File: config.mk
export PLATFORM = sky130hd
export DESIGN_NAME = ssd_bcd_scanner
export DESIGN_NICKNAME = d
export VERILOG_FILES = /design/src/rtl/ssd_bcd_scanner.sv
export SDC_FILE = /design/constraint.sdc
export NUM_CORES = 1
export LEC_CHECK = 0
export BUFFER_PORTS_ARGS = -buffer_cell sky130_fd_sc_hd__buf_2
export CELL_PAD_IN_SITES_DETAIL_PLACEMENT = 1
export CELL_PAD_IN_SITES_GLOBAL_PLACEMENT = 1
export CORE_UTILIZATION = 47
export DETAILED_ROUTE_END_ITERATION = 8
export GPL_TIMING_DRIVEN = 0
export PLACE_DENSITY = 0.8
export SYNTH_ARGS = -nofsm -noshare
export SYNTH_HDL_FRONTEND = slang
export SYNTH_SLANG_ARGS = --single-unit
File: constraint.sdc
create_clock -name CLK -period 3 [get_ports CLK]
set_input_delay 0.3 -clock CLK [delete_from_list [all_inputs] [get_ports CLK]]
set_output_delay 0.3 -clock CLK [all_outputs]
set_load 0.01 [all_outputs]
File: src/rtl/ssd_bcd_scanner.sv
// Signed 16-bit value to 4-digit multiplexed 7-seg codes via sequential double-dabble.
// Define SSD_LZ_BLANK_EN to blank leading zero numerals (hundreds, then tens).
module ssd_bcd_scanner #(
  parameter int REFRESH_DIV = 50000
) (
  input  logic        CLK,
  input  logic        RST,
  input  logic [15:0] data_in,
  input  logic        load,
  input  logic        temp_mode,
  output logic        busy,
  output logic        done,
  output logic [3:0]  num_out,
  output logic [1:0]  control,
  output logic [3:0]  anode
);

  localparam int PW = (REFRESH_DIV > 2) ? $clog2(REFRESH_DIV) : 1;
  localparam logic [3:0] D_BLANK = 4'hA;
  localparam logic [3:0] D_C     = 4'hB;
  localparam logic [3:0] D_MINUS = 4'hC;

  typedef enum logic [1:0] {IDLE, CONV, DONE} state_t;

  state_t          state;
  logic [15:0]     bin;
  logic [19:0]     bcd;
  logic [3:0]      bit_cnt;
  logic            tmode;
  logic            neg;
  logic [3:0][3:0] disp;
  logic [3:0][3:0] disp_nxt;
  logic [3:0][3:0] digits_new;
  logic [PW-1:0]   presc;
  logic [1:0]      ctrl_nxt;
  logic [19:0]     bcd_adj;
  logic [19:0]     bcd_step;
  logic [15:0]     mag;
  logic            commit;

  assign mag    = data_in[15] ? (~data_in + 16'd1) : data_in;
  assign commit = (state == CONV) && (bit_cnt == 4'd15);

  // One double-dabble step: add 3 to any digit >= 5, then shift in the next bit.
  always_comb begin
    bcd_adj = bcd;
    for (int i = 0; i < 5; i++) begin
      if (bcd_adj[4*i +: 4] >= 4'd5)
        bcd_adj[4*i +: 4] = bcd_adj[4*i +: 4] + 4'd3;
    end
    bcd_step = {bcd_adj[18:0], bin[15]};
  end

  // Saturate and format the final BCD result into the four display codes.
  always_comb begin
    logic [3:0] sgn, hun, ten, one;
    sgn = neg ? D_MINUS : D_BLANK;
    hun = bcd_step[11:8];
    ten = bcd_step[7:4];
    one = bcd_step[3:0];
    digits_new = '0;
    if (tmode) begin
      if (|bcd_step[19:8]) begin
        ten = 4'd9;
        one = 4'd9;
      end
`ifdef SSD_LZ_BLANK_EN
      if (ten == 4'd0) ten = D_BLANK;
`endif
      digits_new = {sgn, ten, one, D_C};
    end else begin
      if (|bcd_step[19:12]) begin
        hun = 4'd9;
        ten = 4'd9;
        one = 4'd9;
      end
`ifdef SSD_LZ_BLANK_EN
      if (hun == 4'd0) begin
        hun = D_BLANK;
        if (ten == 4'd0) ten = D_BLANK;
      end
`endif
      digits_new = {sgn, hun, ten, one};
    end
  end

  always_comb begin
    disp_nxt = commit ? digits_new : disp;
    ctrl_nxt = (presc == PW'(REFRESH_DIV - 1)) ? control + 2'd1 : control;
  end

  always_ff @(posedge CLK or posedge RST) begin
    if (RST) begin
      state   <= IDLE;
      busy    <= 1'b0;
      done    <= 1'b0;
      bin     <= '0;
      bcd     <= '0;
      bit_cnt <= '0;
      tmode   <= 1'b0;
      neg     <= 1'b0;
      for (int i = 0; i < 4; i++) disp[i] <= D_BLANK;
    end else begin
      done <= 1'b0;
      case (state)
        IDLE, DONE: begin
          if (load) begin
            bin     <= mag;
            bcd     <= '0;
            bit_cnt <= '0;
            tmode   <= temp_mode;
            neg     <= data_in[15];
            busy    <= 1'b1;
            state   <= CONV;
          end else begin
            state <= IDLE;
          end
        end
        CONV: begin
          bin     <= {bin[14:0], 1'b0};
          bcd     <= bcd_step;
          bit_cnt <= bit_cnt + 4'd1;
          if (bit_cnt == 4'd15) begin
            busy  <= 1'b0;
            done  <= 1'b1;
            state <= DONE;
          end
        end
        default: state <= IDLE;
      endcase
      disp <= disp_nxt;
    end
  end

  // Scan outputs all come from registers fed by next-state values so they move together.
  always_ff @(posedge CLK or posedge RST) begin
    if (RST) begin
      presc   <= '0;
      control <= 2'd0;
      anode   <= 4'b1110;
      num_out <= D_BLANK;
    end else begin
      presc   <= (presc == PW'(REFRESH_DIV - 1)) ? '0 : presc + PW'(1);
      control <= ctrl_nxt;
      anode   <= ~(4'b0001 << ctrl_nxt);
      num_out <= disp_nxt[ctrl_nxt];
    end
  end

endmodule

==> results.sh <==
export IMPL_path_clk_slew_ps=90
export IMPL_nets=541
export IMPL_critPathSlowestCell="dfrtp_1"
export IMPL_synth_seq_cells=88
export IMPL_core_sq_um=9280
export IMPL_layout_common_cells="dfrtp_1, nand2_1, o21ai_0"
export IMPL_fmax_mhz=358
export IMPL_start_util_pct=48.7
export IMPL_final_max_slew_viol_count=0
export IMPL_pin_count=32
export IMPL_via_per_inst=5.62
export IMPL_dieHeight_um=100
export IMPL_critPathCaptureType="flop"
export IMPL_synth_warnings=0
export IMPL_hold_start="temp_mode"
export IMPL_holdPathStages=3
export IMPL_wl_per_cell_um=17.2
export IMPL_cts_sinks=88
export IMPL_worst_slack_ps=206
export IMPL_avgSynthCellArea_sq_um=9.78
export IMPL_cp_depth=10
export IMPL_finalCritPeriodShare_pct=93.1
export IMPL_period_minus_slack_ps=2790
export IMPL_dr_pass1_iters=4
export IMPL_worstMarginPinSlew_ps=560
export IMPL_rows=35
export IMPL_hpwl_mm=8.04
export IMPL_fin_skew_ps=8.90
export IMPL_drtAntennaViolNets=0
export IMPL_gp_congestion=0.792
export IMPL_min_to="tmode"
export IMPL_drive_gt1_share_pct=16.6
export IMPL_status="finished clean"
export IMPL_clk_latency_ps=370
export IMPL_ys_types=53
export IMPL_insertedDiodeCount=0
export IMPL_grt_util_all_layers_pct=24.6
export IMPL_worstSetupPathType="flop to flop"
export IMPL_grt_pass1_wl_mm=19.0
export IMPL_syn_cell_area_sq_um=4520
export IMPL_synth_seq_area_share_pct=49.1
export IMPL_syn_inst=462
export IMPL_place_ws_ps=-36.1
export IMPL_numCtsBuffers=9
export IMPL_drtIter0Drc=135
export IMPL_synth_edff_count=0
export IMPL_crit_chain="inv_1 > ha_2 > nand2b_2 > a21oi_2 > and3_4 > o2111ai_4 > nor4_4 > a211oi_2 > a311oi_1 > o211ai_1"
export IMPL_path_buf_inv=1
export IMPL_io_buffers=31
export IMPL_cp_data_required_time_ps=3230
export IMPL_slowest_delay_ps=430
export IMPL_rsz0062_at_grt="false"
export IMPL_r2r_cells=10
export IMPL_die_x_um=100
export IMPL_layout_commonest_cell="dfrtp_1"
export IMPL_synth_ff_type="dfrtp_1"
export IMPL_hold_violations=0
export IMPL_cp_max_fo=10
export IMPL_synthArstFlopShare_pct=100
export IMPL_whs_ps=128
export IMPL_dieArea_sq_um=10000
export IMPL_htreeDepth=3
export IMPL_synthToLayoutAreaGrowth_pct=13.3
export IMPL_powerDensity_nw_per_um2=865
export IMPL_hold_class="input pin to flop"
export IMPL_critical_path_top_delay_family="compound AO/OA/AOI/OAI gates"
export IMPL_setup_viol=0
export IMPL_clk_root_buffer_cell="clkbuf_8"
export IMPL_cp_start_kind="flop"
export IMPL_ctsLongestPathBuffers=2
export IMPL_cp_arrival_ps=3030
export IMPL_grt_pass1_vias=3827
export IMPL_reg2reg_from="bcd[12]"
export IMPL_grt_start_max_net_pins=61
export IMPL_routed_wl_mm=11.1
export IMPL_ir_worst_vdd_mv=0.380
export IMPL_grt_ovfl_total=0
export IMPL_synth_nets=495
export IMPL_dr_total_vias=3607
export IMPL_cts_tree="yes"
export IMPL_slew_headroom_pct=62.7
export IMPL_r2r_end="num_out[0]"
export IMPL_drc=0
export IMPL_p_leak_nw=2.23
export IMPL_grt_antenna_before_repair=0
export IMPL_maxCapViolCount=0
export IMPL_r2r_setup_slack_ps=210
export IMPL_finalPower_w=0.00442
==> Yosys cell counts, types with 9 or more instances <==
cell	number	share of area, %
a21oi_1	15	1.7
a22o_1	11	2.1
a22oi_1	17	2.8
clkbuf_1	15	1.2
dfrtp_1	75	42
dfstp_2	13	7.6
ha_1	13	3.6
inv_1	21	1.7
nand2_1	50	4.2
nand3_1	19	2.1
nor2_1	26	2.2
nor3_1	12	1.3
nor3b_1	9	1.5
o21ai_0	50	5.5
xnor2_1	13	2.5
xor2_1	20	3.9
==> final cells by class <==
class | instances | area, sq um
clock buffer | 10 | 128
sequential | 88 | 2220
inverter | 22 | 85.1
buffer | 19 | 75.1
clock inverter | 6 | 67.6
multi-input combinational | 333 | 2170
fill | 1064 | 4170
timing repair buffer | 35 | 208
tap | 129 | 161
==> flip-flops by register name (all words and copies together), names as in the netlist <==
| register | count |
|---|---|
| anode | 4 |
| bit_cnt | 4 |
| presc | 16 |
| done | 1 |
| disp | 16 |
| tmode | 1 |
| num_out | 4 |
| control | 2 |
| busy | 1 |
| bin | 16 |
| state | 2 |
| bcd | 20 |
| neg | 1 |
==> through the flow <==
stage,cell area (sq um),util [%],instances,TNS [ps]
CTS,5070,54.6,640,0
global placement,4830,52.1,622,-42870
global route,5120,55.1,642,0
finish,5120,55.1,642,0
detailed placement,4860,52.4,623,-36.1
floorplan,4520,-,462,0
==> cell families after synthesis <==
logic type	after synthesis	synth area share, %
AND/OR/NAND/NOR	163	18.7
adder cells (fa/ha/maj)	14	3.82
multiplexers	6	1.33
buffers and inverters	41	3.49
flip-flops	88	49.1
AO/OA/AOI/OAI	117	17.1
XOR/XNOR	33	6.40
==> per-layer routing <==
layer	share of wire [%]	global-route usage, %
met1	45	31.7
met2	50	41.4
met3	3.5	5.36
met4	1.4	7.58
met5	0	0
==> report_power, final <==
| group | switching [W] | leakage (nW) | internal, W | total (W) |
|---|---|---|---|---|
| registers | 0.000272 | 1.08 | 0.00153 | 0.00180 |
| logic | 0.00108 | 1.05 | 0.000709 | 0.00179 |
| clock network | 0.000443 | 0.0929 | 0.000388 | 0.000831 |
==> tightest hold or removal path, delay by kind of cell <==
| kind | cells | cell delay (ps) |
|---|---|---|
| buf+inv | 1 | 80 |
| simple gates | 2 | 90 |
==> how the worst max path moves through the flow <==
stage	start	end
2_1_floorplan	RST	anode[0]
3_3_place_gp	RST	bcd[13]
6_report	bcd[12]	num_out[0]
3_5_place_dp	bcd[16]	num_out[3]
4_1_cts	bcd[12]	num_out[1]
5_1_grt	bcd[12]	num_out[0]
==> repair_timing <==
action,CTS,global route
setup endpoints to repair,1,4
hold buffers,1,0
resized for setup,1,5
pin swaps,0,1
buffers inserted,0,2
endpoints found under the hold margin,18,0
Note: power is estimated with default switching activity, not from simulation.
